[src/rtl/display_pkg.sv]
// Shared types and constants for the two-digit 7-segment display path.
package display_pkg;

  typedef enum logic [1:0] {S_BLANK1, S_DIG1, S_BLANK2, S_DIG2} scan_state_t;

  typedef logic [6:0] seg_t;

  localparam seg_t        SEG_BLANK_AL = 7'b111_1111;
  localparam logic [1:0]  AN_OFF_AL    = 2'b11;

  function automatic int max3(input int a, input int b, input int c);
    int m;
    m = (a > b) ? a : b;
    return (m > c) ? m : c;
  endfunction

endpackage

[src/rtl/display_slot_timer.sv]
// Loadable down-counter; holds at zero until reloaded.
module display_slot_timer #(
  parameter int W = 2
) (
  input  logic         clk,
  input  logic         load,
  input  logic [W-1:0] load_val,
  output logic         zero
);

  logic [W-1:0] cnt;

  always_ff @(posedge clk) begin
    if (load)          cnt <= load_val;
    else if (cnt != '0) cnt <= cnt - 1'b1;
  end

  assign zero = (cnt == '0);

endmodule

[src/rtl/display_scan_mux.sv]
// Two-digit 7-segment scan multiplexer with per-frame shadowing and blanking gaps.
// Optional PWM dimming via DISPLAY_SCAN_MUX_DIMMING_EN (adds the duty port).
module display_scan_mux
  import display_pkg::*;
#(
  parameter int REFRESH_DIV    = 50000,
  parameter int BLANK_CYCLES   = 4,
  parameter int SEG_ACTIVE_LOW = 1,
  parameter int AN_ACTIVE_LOW  = 1
) (
  input  logic       clk,
  input  logic       reset,
`ifdef DISPLAY_SCAN_MUX_DIMMING_EN
  input  logic [3:0] duty,
`endif
  input  logic [6:0] BCD_digit_1,
  input  logic [6:0] BCD_digit_2,
  output logic [6:0] seg_out,
  output logic [1:0] an_out,
  output logic       frame_sync
);

  localparam int   TW        = $clog2(max3(REFRESH_DIV, BLANK_CYCLES, 2));
  localparam bit   HAS_BLANK = (BLANK_CYCLES > 0);
  localparam seg_t SEG_BLANK = (SEG_ACTIVE_LOW != 0) ? SEG_BLANK_AL : 7'b000_0000;
  localparam logic [TW-1:0] DIG_LOAD = TW'(REFRESH_DIV - 1);
  localparam logic [TW-1:0] BLK_LOAD = TW'(HAS_BLANK ? BLANK_CYCLES - 1 : 0);

  scan_state_t   state, state_nx;
  seg_t          sh1, sh2;
  logic          zero, load, enter_dig1, lit;
  logic [TW-1:0] load_val;
  logic [1:0]    an_en;

  display_slot_timer #(.W(TW)) u_timer (
    .clk      (clk),
    .load     (load),
    .load_val (load_val),
    .zero     (zero)
  );

  always_comb begin
    state_nx = state;
    if (!reset) begin
      state_nx = HAS_BLANK ? S_BLANK1 : S_DIG1;
    end else if (zero) begin
      case (state)
        S_BLANK1: state_nx = S_DIG1;
        S_DIG1:   state_nx = HAS_BLANK ? S_BLANK2 : S_DIG2;
        S_BLANK2: state_nx = S_DIG2;
        S_DIG2:   state_nx = HAS_BLANK ? S_BLANK1 : S_DIG1;
        default:  state_nx = S_BLANK1;
      endcase
    end
    load       = !reset || zero;
    load_val   = (state_nx == S_DIG1 || state_nx == S_DIG2) ? DIG_LOAD : BLK_LOAD;
    enter_dig1 = load && (state_nx == S_DIG1);
  end

  // Without blank slots, reset lands directly in S_DIG1, so shadows load from the inputs.
  always_ff @(posedge clk) begin
    if (!reset) begin
      state      <= state_nx;
      frame_sync <= 1'b0;
      sh1        <= HAS_BLANK ? SEG_BLANK : BCD_digit_1;
      sh2        <= HAS_BLANK ? SEG_BLANK : BCD_digit_2;
    end else begin
      state      <= state_nx;
      frame_sync <= enter_dig1;
      if (enter_dig1) begin
        sh1 <= BCD_digit_1;
        sh2 <= BCD_digit_2;
      end
    end
  end

`ifdef DISPLAY_SCAN_MUX_DIMMING_EN
  logic [3:0] pwm_cnt, duty_q;

  always_ff @(posedge clk) begin
    if (!reset) pwm_cnt <= 4'd0;
    else        pwm_cnt <= pwm_cnt + 4'd1;
    duty_q <= duty;
  end

  assign lit = (pwm_cnt < duty_q);
`else
  assign lit = 1'b1;
`endif

  always_comb begin
    seg_out = SEG_BLANK;
    an_en   = 2'b00;
    case (state)
      S_DIG1: begin
        seg_out = lit ? sh1 : SEG_BLANK;
        an_en   = 2'b01;
      end
      S_DIG2: begin
        seg_out = lit ? sh2 : SEG_BLANK;
        an_en   = 2'b10;
      end
      default: ;
    endcase
    an_out = (AN_ACTIVE_LOW != 0) ? ~an_en : an_en;
  end

endmodule

[config.mk]
export PLATFORM = sky130hd
export DESIGN_NAME = display_scan_mux
export DESIGN_NICKNAME = d
export VERILOG_FILES = /design/src/rtl/display_pkg.sv /design/src/rtl/display_slot_timer.sv /design/src/rtl/display_scan_mux.sv
export SDC_FILE = /design/constraint.sdc
export NUM_CORES = 1
export LEC_CHECK = 0
export ABC_CLOCK_PERIOD_IN_PS = 2500
export BUFFER_PORTS_ARGS = -buffer_cell sky130_fd_sc_hd__buf_2
export CAP_MARGIN = 20
export CORE_ASPECT_RATIO = 1.25
export CORE_UTILIZATION = 40
export CTS_BUF_LIST = sky130_fd_sc_hd__clkbuf_2
export DETAILED_ROUTE_END_ITERATION = 10
export PLACE_DENSITY = 0.69
export SLEW_MARGIN = 25
export SYNTH_ARGS = -nofsm -noshare
export SYNTH_HDL_FRONTEND = slang
export SYNTH_SLANG_ARGS = --single-unit
[constraint.sdc]
create_clock -name clk -period 2.5 [get_ports clk]
set_input_delay 0.25 -clock clk [delete_from_list [all_inputs] [get_ports clk]]
set_output_delay 0.25 -clock clk [all_outputs]
set_load 0.02 [all_outputs]
# Word level (Yosys, flattened, before mapping)
# Cells that the tools add are included.
[totals]
ff_bits = 33
in_bits = 16
output_inout_bits = 10
elab_cells = 28
[op_classes]
add_sub_neg = 1
eq_ne = 5
n_mux = 8
bitwise_logic = 1
reduce_logical = 8
[ops]
columns = ["operator", "n"]
rows = [
  ["$mux W16", 3],
  ["$logic_not A16 Y1", 1],
  ["$reduce_bool A16 Y1", 1],
  ["$sub A16 B1 Y16 const B", 1],
  ["$pmux W7 S2", 1],
  ["$pmux W2 S4", 1],
  ["$eq A2 B2 Y1 const B", 3],
  ["$eq A2 B1 Y1 const B", 2],
  ["$mux W2", 2],
  ["$pmux W2 S2", 1],
  ["$logic_not A2 Y1", 1],
  ["$logic_or A1 B1 Y1", 2],
  ["$not A2 Y2", 1],
  ["$reduce_bool A2 Y1", 1],
  ["$logic_and A1 B1 Y1", 1],
  ["$logic_not A1 Y1", 1],
]

# Depth between registers and ports, before layout
[logic_depth]
ltp_word = 8
mapped_depth = 8

# Modules after synthesis
# From an unflattened synthesis, not the netlist that was laid out.
[unflattened]
hier_cells = 191
area_unflattened_um2 = 1883.1
[by_module_without_submodules]
columns = ["module", "instances", "cells_per_inst", "area_each_um2", "seq_area_each_um2"]
rows = [
  ["display_slot_timer", 1, 92, 960.9, 480.5],
  ["display_scan_mux", 1, 99, 922.1, 340.3],
]

# Worst setup path before layout
# Ideal clock, no wire load.
[synth_timing]
kind = "register to register"
start = "register u_timer.cnt[11]"
end = "register sh1[0]"
arrival_time_ns = 2.270
t_required_ns = 2.379
path_slack_ns = 0.109
path_stages_with_launch = 7
period_less_slack_ns = 2.391
cell_sequence = "edfxtp_1 or4_4 or2_4 or4_4 buf_6 buf_12 mux2_4"
[synth_via]
elab_chain_cells = 5
elab_cells_between_ends = 6
classes_between = "eq/ne: 1; mux: 2; reduce/logical: 3"
[synth_lines]
columns = ["item", "line_no", "text"]
rows = [
  ["from (decl)", "display_slot_timer.sv:11", "logic [W-1:0] cnt;"],
  ["from (signal assigned)", "display_slot_timer.sv:14", "if (load) cnt <= load_val;"],
  ["from (signal assigned)", "display_slot_timer.sv:15", "else if (cnt != '0) cnt <= cnt - 1'b1;"],
  ["$logic_not A16 Y1 *", "display_slot_timer.sv:18", "assign zero = (cnt == '0);"],
  ["$mux W2", "display_scan_mux.sv:46", "end else if (zero) begin"],
  ["$mux W2", "display_scan_mux.sv:44", "if (!reset) begin"],
  ["$eq A2 B1 Y1", "display_scan_mux.sv:57", "enter_dig1 = load && (state_nx == S_DIG1);"],
  ["$logic_and A1 B1 Y1 *", "display_scan_mux.sv:57", ""],
  ["to (signal assigned)", "display_scan_mux.sv:65", "sh1 <= HAS_BLANK ? SEG_BLANK : BCD_digit_1;"],
  ["to (signal assigned)", "display_scan_mux.sv:71", "sh1 <= BCD_digit_1;"],
  ["to (decl)", "display_scan_mux.sv:30", "seg_t sh1, sh2;"],
]
# Every way passes the cells marked *; elsewhere a longest branch is shown, timed or not.
# A chain may end at the register's enable or synchronous reset.

# Worst setup path in the final report
[layout_timing]
start = "register u_timer.cnt[13]"
end = "register sh2[5]"
[layout_via]
elab_chain_cells = 5
elab_cells_between_ends = 6
classes_between = "eq/ne: 1; mux: 2; reduce/logical: 3"
[layout_lines]
columns = ["item", "line_no", "text"]
rows = [
  ["$logic_not A16 Y1 *", "display_slot_timer.sv:18", ""],
  ["$mux W2", "display_scan_mux.sv:46", ""],
  ["$mux W2", "display_scan_mux.sv:44", ""],
  ["$eq A2 B1 Y1", "display_scan_mux.sv:57", ""],
  ["$logic_and A1 B1 Y1 *", "display_scan_mux.sv:57", ""],
  ["to (signal assigned)", "display_scan_mux.sv:66", "sh2 <= HAS_BLANK ? SEG_BLANK : BCD_digit_2;"],
  ["to (signal assigned)", "display_scan_mux.sv:72", "sh2 <= BCD_digit_2;"],
  ["to (decl)", "display_scan_mux.sv:30", ""],
]
# Marks and branches as above.

==> summary.md <==
| Metric | Value |
|---|---|
| Setup_tns | 0 ps |
| Fin crit period | approximately 2400 ps |
| Status | complete, no violations |
| FF+latch count, synth | 33 |
| Post-synth design cell area | roughly 0.0018 sq mm |
| H-tree depth | 2 |
| Leakage | about 0.82 nW |
| Worst setup EP type | register |
| Post-synth EDFFs | 16 |
| Clock Power Share | 0.274 |
| Row count | 26 |
| Multi-input logic area | approximately 950 sq um |
| Number of port buffers | 25 |
| Vias per cell | between 4 and 5 |
| Cell-internal power | approximately 690 uW |
| Router iterations before antenna repair | 4 |
| Fillers | approximately 420 |
| Clock transition at path regs | 170 ps |
| Share of layout cells above drive strength 1 | 0.3009 |
| Antenna Nets Post-Route | 0 |
| Gpl congestion | ~0.73 |
| RSZ-0062 raised after global routing | false |
| Final Max Tran Viols | 0 |
| Syn avg cell area | roughly 11 sq um |
| Post-route clock skew | approximately 19 ps |
| Required time worst endpoint | 2790 ps |
| Vias in the first global route | between 1000 and 1500 |
| CP cell instances | or4_4 -> or2_4 -> or4_4 -> mux2_4 |
| Critical path class | register to register |
| Async set-reset flop share out of synthesis | 0 |
| Worst skew pair latency | between 300 and 400 ps |
| Max cap viols | 0 |
| Seq pwr share | 0.648 |
| Register area | 820.8 sq um |
| CP peak stage delay | 640 ps |
| Setup ws final | 136.6 ps |
| Psw | ~240 uW |
| Final global-route overflow total | 0 |
| Final WL | 3267 microns |
| Syn Inst Count | approximately 170 |
| Initial Util | 0.4270 |
| Post-DP HPWL | roughly 2500 microns |
| Die H | approximately 77 microns |
| First-pass GRT wire length | about 5700 microns |
| Hold-fix buffers, CTS | 0 |
| Cell repeated most along the worst path | or4_4 |
| Fmax | 423.1 MHz |
| Yosys cell types | 39 |
| Setup Buffers After CTS | 0 |
| Area Overhead vs Synth | 16.69% |
| Core area | about 0.0042 sq mm |
| Switching fraction of total power | 0.2593 |
| Total number of vias | around 1300 |
| CP startpoint kind | register |
| I/O pins | 26 |
| Die area | 0.004752 sq mm |
| Final hold vios | 0 |
| Worst Path Arrival | between 2000 and 3000 ps |
| Hold WC Path Type | input pin to register |
| CP max stage cell | or4_4 |
| Starting DRT DRC Count | 80 |
| NumNets Final | 237 |
| # diodes | 0 |
| CTS sink count | 33 |
| Resize count post-CTS | 0 |
| YS warnings | 0 |
| VDD IR-drop max | ~0.00028 V |
| Root Buffer | clkbuf_2 |
| Comb power frac | 0.078 |
| Pin count of the biggest net entering global routing | 20 |
| TritonCTS clock tree | built |
| Maximum clock insertion buffer count | 2 |
| CP delay by family, top | simple AND/OR/NAND/NOR gates |
| Final Cycle Share | 0.9453 |
| Pwr dens | between 400 and 500 mW/mm^2 |
| Initial antenna violation count | 0 |
| Global-route usage over all layers | 0.1601 |
| Die X | roughly 62 microns |
| Seq/Total Area, Yosys | 0.4581 |
| Buf/Inv on CP | 0 |
| Synth Flop Type | dfxtp_1 |
| Max FO, Critical Path | 14 |
| Overall Power | roughly 930 uW |
| Util after Layout | 0.4982 |
| Routed wire per std cell | between 10 and 15 microns |
| DRC viols | 0 |
| Clock buffer count from CTS | 5 |
| # setup viols final | 0 |
| Worst slack, placed | 152.7 ps |
[per-layer routing]
layer | wire length, microns | GRT usage | vias up
li1 | - | - | 675
met1 | 1442 | 0.1785 | 628
met2 | 1644 | 0.2796 | 28
met3 | 130 | 0.04553 | 7
met4 | 50 | 0.05333 | 0
met5 | 0 | 0 | -
[synthesized netlist by cell type, types with 2 or more instances]
cell type | instances | area share
or2_2 | 2 | 0.0070
clkbuf_1 | 6 | 0.013
edfxtp_1 | 16 | 0.27
nand4b_1 | 3 | 0.015
dfxtp_1 | 17 | 0.19
or3_2 | 2 | 0.0084
inv_1 | 6 | 0.013
mux2_4 | 10 | 0.084
ha_1 | 6 | 0.042
a21oi_1 | 4 | 0.011
mux2_2 | 4 | 0.025
xor2_1 | 7 | 0.034
o21ai_0 | 12 | 0.034
nor3_1 | 4 | 0.011
or4_4 | 2 | 0.013
a21boi_0 | 2 | 0.0084
a22oi_1 | 7 | 0.029
nand2_1 | 13 | 0.027
nand2b_1 | 14 | 0.049
xnor2_1 | 2 | 0.0098
nand3_1 | 3 | 0.0084
nor2_1 | 9 | 0.019
[worst reg2reg max path: cells and delay by family (launching register included)]
kind / cells / cell delay (ps)
flops: 1 / 460
simple gates: 3 / 1480
mux: 1 / 350
[path summary, 6_finish.rpt]
path / from / end / slack (ps) / cells past startpoint
worst max-delay path: u_timer.cnt[13] / sh2[5] / 140 / 4
worst min-delay path: BCD_digit_1[3] / sh1[3] / 80 / 2
worst max register to register: u_timer.cnt[13] / sh2[5] / 140 / 4
worst min register to register: state[1] / state[1] / 550 / 2
[power by group through the flow]
| stage | clock (mW) | sequential [mW] | combinational [mW] |
|---|---|---|---|
| finish | 0.254 | 0.601 | 0.0722 |
| global route | 0.289 | 0.604 | 0.0825 |
| CTS | 0.267 | 0.602 | 0.0720 |
| detailed placement | 0 | 0.613 | 0.0718 |
| global placement | 0 | 0.613 | 0.0707 |
| floorplan | 0 | 0.610 | 0.0429 |
[layout make-up]
class | instances | share of cell area
Timing Repair Buffer | 33 | 0.08857
Clock inverter | 3 | 0.007780
Inverter | 6 | 0.01077
Sequential cell | 33 | 0.3926
Clock buffer | 5 | 0.01197
Tap cell | 56 | 0.03351
Multi-Input combinational cell | 136 | 0.4548
[cells in the final DEF (no fill, tap or decap), types with 3 or more instances in the layout]
| cell | n |
|---|---|
| dfxtp_1 | 17 |
| nand4b_1 | 3 |
| nor3_1 | 4 |
| a21oi_1 | 4 |
| mux2_4 | 10 |
| ha_1 | 6 |
| edfxtp_1 | 16 |
| o21ai_0 | 12 |
| nand3_1 | 3 |
| a22oi_1 | 7 |
| nor2_1 | 9 |
| mux2_2 | 4 |
| nand2b_1 | 14 |
| clkbuf_2 | 5 |
| buf_2 | 25 |
| nand2_1 | 13 |
| xor2_1 | 7 |
| conb_1 | 16 |
| buf_4 | 8 |
| inv_1 | 6 |
[kinds of logic (layout without fill, tap and decap cells)]
logic type,Yosys count,count (layout),share of synthesized area
AO/OA/AOI/OAI,28,28,0.09498
XOR/XNOR,9,9,0.04400
adder cells (fa/ha/maj),6,6,0.04190
buffers and inverters,14,47,0.04260
flip-flops,33,33,0.4581
multiplexers,14,14,0.1089
other,1,16,0.002093
AND/OR/NAND/NOR,63,63,0.2074
[registers in the layout, summed over array words and instances, names as in the netlist]
register and count:
sh2 7, sh1 7, u_timer.cnt 16, frame_sync 1
state 2
[metrics by stage]
step	hold WS (ps)	cell area [sq um]	instances
6_report	79.60	2091	272
5_1_grt	25.84	2091	272
4_1_cts	48.10	2091	272
3_5_place_dp	479.1	2049	264
3_3_place_gp	476.2	2049	264
2_1_floorplan	393.4	1848	183
No activity file was read; power rests on OpenSTA's default activity.
